### src/rtl/telem_pkg.sv
// Shared types and constants for the telemetry receive path.
// TELEM_CHKSUM_EN adds the trailing checksum byte and the CHK framer state.
package telem_pkg;

    localparam logic [7:0]  DELIM1        = 8'hAA;
    localparam logic [7:0]  DELIM2        = 8'h55;
    localparam int unsigned PAYLOAD_BYTES = 6;
    localparam int unsigned VAL_W         = 12;

    typedef enum logic [1:0] {
        IDLE,
        START,
        DATA,
        STOP
    } rx_state_t;

`ifdef TELEM_CHKSUM_EN
    typedef enum logic [1:0] {
        WAIT_AA,
        WAIT_55,
        PAYLOAD,
        CHK
    } frm_state_t;
`else
    typedef enum logic [1:0] {
        WAIT_AA,
        WAIT_55,
        PAYLOAD
    } frm_state_t;
`endif

    typedef struct packed {
        logic [VAL_W-1:0] batt;
        logic [VAL_W-1:0] curr;
        logic [VAL_W-1:0] torque;
    } telem_t;

endpackage

### src/rtl/uart_rx_byte.sv
// 8N1 byte receiver: 2-flop synchronizer, mid-bit sampling, one-cycle
// byte_rdy / frm_err pulses. A start edge is only accepted from a line seen high after reset.
module uart_rx_byte #(
    parameter int unsigned BAUD_DIV = 2604
) (
    input  logic       clk,
    input  logic       rst,
    input  logic       rx,
    output logic       byte_rdy,
    output logic [7:0] byte_data,
    output logic       frm_err
);
    import telem_pkg::*;

    localparam int unsigned HALF  = BAUD_DIV / 2;
    localparam int unsigned CNT_W = (BAUD_DIV > 1) ? $clog2(BAUD_DIV) : 1;

    logic             sync1;
    logic             sync2;
    logic             rx_prev;
    logic [1:0]       fill;
    logic             fall_c;

    rx_state_t        state, state_nxt;
    logic [CNT_W-1:0] cnt, cnt_nxt;
    logic [2:0]       bit_idx, bit_idx_nxt;
    logic [7:0]       shreg, shreg_nxt;
    logic             byte_rdy_nxt;
    logic             frm_err_nxt;

    // fill marks when sync2 holds a real line sample rather than the reset preset
    always_ff @(posedge clk) begin
        if (rst) begin
            sync1   <= 1'b1;
            sync2   <= 1'b1;
            fill    <= 2'b00;
            rx_prev <= 1'b0;
        end else begin
            sync1   <= rx;
            sync2   <= sync1;
            fill    <= {fill[0], 1'b1};
            rx_prev <= fill[1] & sync2;
        end
    end

    assign fall_c = fill[1] & rx_prev & ~sync2;

    always_ff @(posedge clk) begin
        if (rst) begin
            state    <= IDLE;
            cnt      <= '0;
            bit_idx  <= '0;
            shreg    <= '0;
            byte_rdy <= 1'b0;
            frm_err  <= 1'b0;
        end else begin
            state    <= state_nxt;
            cnt      <= cnt_nxt;
            bit_idx  <= bit_idx_nxt;
            shreg    <= shreg_nxt;
            byte_rdy <= byte_rdy_nxt;
            frm_err  <= frm_err_nxt;
        end
    end

    always_comb begin
        state_nxt    = state;
        cnt_nxt      = cnt + CNT_W'(1);
        bit_idx_nxt  = bit_idx;
        shreg_nxt    = shreg;
        byte_rdy_nxt = 1'b0;
        frm_err_nxt  = 1'b0;
        case (state)
            IDLE: begin
                cnt_nxt = '0;
                if (fall_c) state_nxt = START;
            end
            START: begin
                if (cnt == CNT_W'(HALF - 1)) begin
                    cnt_nxt     = '0;
                    bit_idx_nxt = '0;
                    state_nxt   = sync2 ? IDLE : DATA;
                end
            end
            DATA: begin
                if (cnt == CNT_W'(BAUD_DIV - 1)) begin
                    cnt_nxt     = '0;
                    shreg_nxt   = {sync2, shreg[7:1]};
                    bit_idx_nxt = bit_idx + 3'd1;
                    if (bit_idx == 3'd7) state_nxt = STOP;
                end
            end
            STOP: begin
                if (cnt == CNT_W'(BAUD_DIV - 1)) begin
                    cnt_nxt      = '0;
                    state_nxt    = IDLE;
                    byte_rdy_nxt = sync2;
                    frm_err_nxt  = ~sync2;
                end
            end
            default: state_nxt = IDLE;
        endcase
    end

    assign byte_data = shreg;

endmodule

### src/rtl/telemetry_rx.sv
// Telemetry packet receiver: frames AA 55 + six payload bytes into batt/curr/torque.
// TELEM_CHKSUM_EN: a ninth byte carries the mod-256 sum of the payload.
module telemetry_rx #(
    parameter int unsigned BAUD_DIV = 2604
) (
    input  logic        clk,
    input  logic        rst,
    input  logic        RX,
    output logic [11:0] batt,
    output logic [11:0] curr,
    output logic [11:0] torque,
    output logic        pkt_vld,
    output logic        pkt_err
);
    import telem_pkg::*;

    logic       byte_rdy;
    logic [7:0] byte_data;
    logic       frm_err;

    uart_rx_byte #(.BAUD_DIV(BAUD_DIV)) u_rx (
        .clk       (clk),
        .rst       (rst),
        .rx        (RX),
        .byte_rdy  (byte_rdy),
        .byte_data (byte_data),
        .frm_err   (frm_err)
    );

    frm_state_t frm, frm_nxt;
    logic [2:0] idx, idx_nxt;
    telem_t     shadow, shadow_nxt;
    logic       commit_c;
    logic       abort_c;
`ifdef TELEM_CHKSUM_EN
    logic [7:0] sum, sum_nxt;
`endif

    always_ff @(posedge clk) begin
        if (rst) begin
            frm     <= WAIT_AA;
            idx     <= '0;
            shadow  <= '0;
            batt    <= '0;
            curr    <= '0;
            torque  <= '0;
            pkt_vld <= 1'b0;
            pkt_err <= 1'b0;
`ifdef TELEM_CHKSUM_EN
            sum     <= '0;
`endif
        end else begin
            frm     <= frm_nxt;
            idx     <= idx_nxt;
            shadow  <= shadow_nxt;
            pkt_vld <= commit_c;
            pkt_err <= abort_c;
            if (commit_c) begin
                batt   <= shadow_nxt.batt;
                curr   <= shadow_nxt.curr;
                torque <= shadow_nxt.torque;
            end
`ifdef TELEM_CHKSUM_EN
            sum     <= sum_nxt;
`endif
        end
    end

    always_comb begin
        frm_nxt    = frm;
        idx_nxt    = idx;
        shadow_nxt = shadow;
        commit_c   = 1'b0;
        abort_c    = 1'b0;
`ifdef TELEM_CHKSUM_EN
        sum_nxt    = sum;
`endif
        if (frm_err) begin
            // a broken byte only matters once a packet has started
            if (frm != WAIT_AA) begin
                frm_nxt    = WAIT_AA;
                shadow_nxt = '0;
                abort_c    = 1'b1;
            end
        end else if (byte_rdy) begin
            case (frm)
                WAIT_AA: begin
                    if (byte_data == DELIM1) frm_nxt = WAIT_55;
                end
                WAIT_55: begin
                    if (byte_data == DELIM2) begin
                        frm_nxt = PAYLOAD;
                        idx_nxt = '0;
`ifdef TELEM_CHKSUM_EN
                        sum_nxt = '0;
`endif
                    end else if (byte_data != DELIM1) begin
                        frm_nxt = WAIT_AA;
                    end
                end
                PAYLOAD: begin
                    case (idx)
                        3'd0:    shadow_nxt.batt[11:8]   = byte_data[3:0];
                        3'd1:    shadow_nxt.batt[7:0]    = byte_data;
                        3'd2:    shadow_nxt.curr[11:8]   = byte_data[3:0];
                        3'd3:    shadow_nxt.curr[7:0]    = byte_data;
                        3'd4:    shadow_nxt.torque[11:8] = byte_data[3:0];
                        3'd5:    shadow_nxt.torque[7:0]  = byte_data;
                        default: ;
                    endcase
                    idx_nxt = idx + 3'd1;
`ifdef TELEM_CHKSUM_EN
                    sum_nxt = sum + byte_data;
                    if (idx == 3'(PAYLOAD_BYTES - 1)) frm_nxt = CHK;
`else
                    if (idx == 3'(PAYLOAD_BYTES - 1)) begin
                        frm_nxt  = WAIT_AA;
                        commit_c = 1'b1;
                    end
`endif
                end
`ifdef TELEM_CHKSUM_EN
                CHK: begin
                    frm_nxt = WAIT_AA;
                    if (byte_data == sum) commit_c = 1'b1;
                    else                  abort_c  = 1'b1;
                end
`endif
                default: frm_nxt = WAIT_AA;
            endcase
        end
    end

endmodule
### config.mk
export PLATFORM = sky130hd
export DESIGN_NAME = telemetry_rx
export DESIGN_NICKNAME = d
export VERILOG_FILES = /design/src/rtl/telem_pkg.sv /design/src/rtl/uart_rx_byte.sv /design/src/rtl/telemetry_rx.sv
export SDC_FILE = /design/constraint.sdc
export NUM_CORES = 1
export LEC_CHECK = 0
export ABC_AREA = 1
export BUFFER_PORTS_ARGS = -buffer_cell sky130_fd_sc_hd__clkbuf_2
export CAP_MARGIN = 20
export CORE_ASPECT_RATIO = 0.75
export CORE_MARGIN = 2
export CORE_UTILIZATION = 40
export DETAILED_ROUTE_END_ITERATION = 16
export HOLD_SLACK_MARGIN = 0.1
export SYNTH_ARGS = -nofsm -noshare
export SYNTH_HDL_FRONTEND = slang
export SYNTH_SLANG_ARGS = --single-unit
### constraint.sdc
create_clock -name clk -period 1.4 [get_ports clk]
set_input_delay 0.21 -clock clk [delete_from_list [all_inputs] [get_ports clk]]
set_output_delay 0.21 -clock clk [all_outputs]
set_load 0.01 [all_outputs]
==> flow_summary.toml <==
[detailed_routing]
post-route-drc-count = 0
drt_first_pass_iters = 4
vias = 4512
first_iter_violations = 279
vias_per_cell = 4.85
ant_nets = 0
wl_per_cell_um = 13.9
wl_mm = 12.9

[die]
rows = 34
start_util = 0.409
dieArea_um2 = 12700
core_area_um2 = 11600
die_x_um = 130
boundaryPins = 41
dieHeight_um = 98.2

[synthesis]
synthesis.area_um2 = 4730
syn_area_per_cell_um2 = 7.36
yosys.area_share.simple = 0.274
ys_seq_area_frac = 0.469
yosys.area_share.adder = 0.0344
syn-instance-count = 643
synth_mux_area_frac = 0
synth-xor-area-share = 0.0111
synth_top_family_by_area = "simple AND/OR/NAND/NOR gates"
ys_ff_latch = 111
synth-compound-area-share = 0.122
synth-warning-count = 0
synth_cell_types = 34
synth_nets = 659

[place]
pre_cts_slack_ns = -0.251
port_buffers = 40
place_hpwl_mm = 8.17
dp_cells = 891
postPlaceCellArea_um2 = 5590
gp_congestion = 0.890

[setup_path]
max_stage_delay_ns = 0.37
reg2reg_from = "idx[1]$_SDFFE_PP0P_"
worst_setup_path_end_kind = "flip-flop"
cp.required_ns = 1.70
r2r_slack_ns = -0.12
start_kind = "flip-flop"
critPathMostFrequentCell = "buf_6"
crit_type = "flip-flop to flip-flop"
critPathMaxFanout = 3
path_cells = "inv_4 -> buf_6 -> ha_4 -> nand2_1 -> nor3_4 -> buf_6 -> nand2_4 -> o21ai_4 -> and2_1"
slowest_stage = "dfxtp_4"
arrival_ns = 1.82
crit_path_start = "idx[1]$_SDFFE_PP0P_"

[timing]
max-slew-margin-rel = 0.767
setup_ws_ns = -0.121
setup_tns_ns = -3.71
tightest_slew_ns = 0.349
hold_viol = 0
final_max_slew_viol_count = 0
rsz0062_at_grt = "true"
setup_viol = 65
min_period_over_period = 1.09
holdWs_ns = 0.333
fin_worst_skew_ns = 0.00705
fmaxAchievable_ghz = 0.658
period_minus_slack_ns = 1.52

[clock_network]
htree_levels = 3
cts_sinks = 111
cts-buffers-inserted = 9
clockBufferDepth = 2
root_buffer = "clkbuf_16"
cts_tree = "yes"
clock_latency_ns = 0.35
clk_pin_slew_worst_paths_ns = 0.07

[global_routing]
grt_max_degree = 54
grt_antenna_before_repair = 0
grt.total_usage = 0.202
grt_pass1_vias = 4285
grt_overflow = 0
grt_pass1_wl_mm = 20.5

[finish]
fin_area_um2 = 7070
final_cells = 930
num-nets-final = 779
drive_gt1_frac = 0.475
area.growth.synth_to_final_pct = 49.4
utilization = 0.611
final_cell_mix = "93 x dfxtp_1, 73 x nand2_1, 73 x nor2_1"
nFillCells = 994
antenna_cells = 0
final_common_cell = "dfxtp_1"

[flow_run]
maxCapViolations = 0

[power_and_ir_drop]
p_per_area_nw_per_um2 = 875
max-vdd-ir-drop_v = 0.000683
finalPower_mw = 6.19
p_leak_nw = 2.97

[min_path]
min-delay-start = "rst"
hold_class = "primary input to flip-flop"

[run_status]
status = "complete, but fails checks"
violations = "setup timing"
final timing paths:
check / end / cells after the start
max: shadow[11]$_SDFF_PP0_ / 9
min: u_rx.state[0]$_SDFFE_PP0P_ / 4
max reg2reg: shadow[11]$_SDFF_PP0_ / 9
min reg2reg: u_rx.fill[1]$_SDFF_PP0_ / 2
area by class of cell:
class	count	area, um2	area share
flip-flops and latches	111	2260	0.320
clock buffers	10	229	0.0324
multi-input cells	430	2970	0.421
repair buffers	131	1030	0.146
inverters	80	325	0.0460
clock inverters	6	43.8	0.00619
well taps	162	203	0.0287
synthesized netlist by cell type:
cell	number	area [um2]
o21ai_0	32	160
nand3b_1	1	7.51
o21bai_1	1	7.51
a21oi_1	55	275
nor2_4	1	11.3
inv_1	77	289
ha_1	13	163
inv_2	3	11.3
nor2_2	1	6.26
nand2_1	123	462
a22oi_1	5	37.5
xor2_1	5	43.8
or2_2	3	18.8
a211oi_1	4	30.0
nor3_2	2	20.0
nand4_1	6	37.5
o211ai_1	3	22.5
o21ai_1	6	30.0
nor2_1	108	405
clkbuf_2	1	5.00
nor2_8	2	40.0
nand3_1	38	190
clkbuf_1	11	41.3
nand2_2	2	12.5
nor3_1	8	40.0
nand2_4	2	22.5
buf_4	3	22.5
buf_2	3	15.0
buf_1	4	15.0
o22ai_1	2	12.5
xnor2_1	1	8.76
dfxtp_1	111	2220
and2_1	4	25.0
buf_6	2	22.5
cells by family (layout without fill, tap and decap cells):
family	after synthesis	count (layout)
AND/OR/NAND/NOR	301	303
flip-flops	111	111
AO/OA/AOI/OAI	108	108
buffers and inverters	104	227
adder cells (fa/ha/maj)	13	13
XOR/XNOR	6	6
per-layer routing:
layer	up-vias	global-route usage	wire (um)
met1	2113	0.283	6080
li1	2291	-	-
met4	0	0.0505	179
met2	94	0.320	5980
met3	14	0.0411	704
met5	-	0	0
where the power goes:
part	switching, mW	internal [mW]
registers	0.0312	3.19
logic	0.338	0.222
clock network	1.19	1.22
worst max-delay path, delay by kind of cell (launching register included):
| kind | cells | cell delay [ns] |
|---|---|---|
| buffers and inverters | 3 | 0.31 |
| AO/OA/AOI/OAI | 1 | 0.17 |
| adder cells (fa/ha/maj) | 1 | 0.12 |
| AND/OR/NAND/NOR | 4 | 0.48 |
| flip-flops | 1 | 0.37 |
repair_timing:
action	4_1_cts	5_1_grt
cloned	3	1
setup endpoints to repair	94	102
hold buffers	1	0
endpoints found under the hold margin	1	0
pin swaps	47	87
resized for setup	133	180
buffers inserted	10	12
registers in the layout, indices dropped and copies added (netlist names), 2 cells and up, named ones only:
name            count
idx                 3
frm                 2
u_rx.cnt           12
u_rx.bit_idx        3
shadow             36
torque             12
curr               12
batt               12
u_rx.byte_data      8
u_rx.fill           2
No activity file was read; power rests on OpenSTA's default activity.
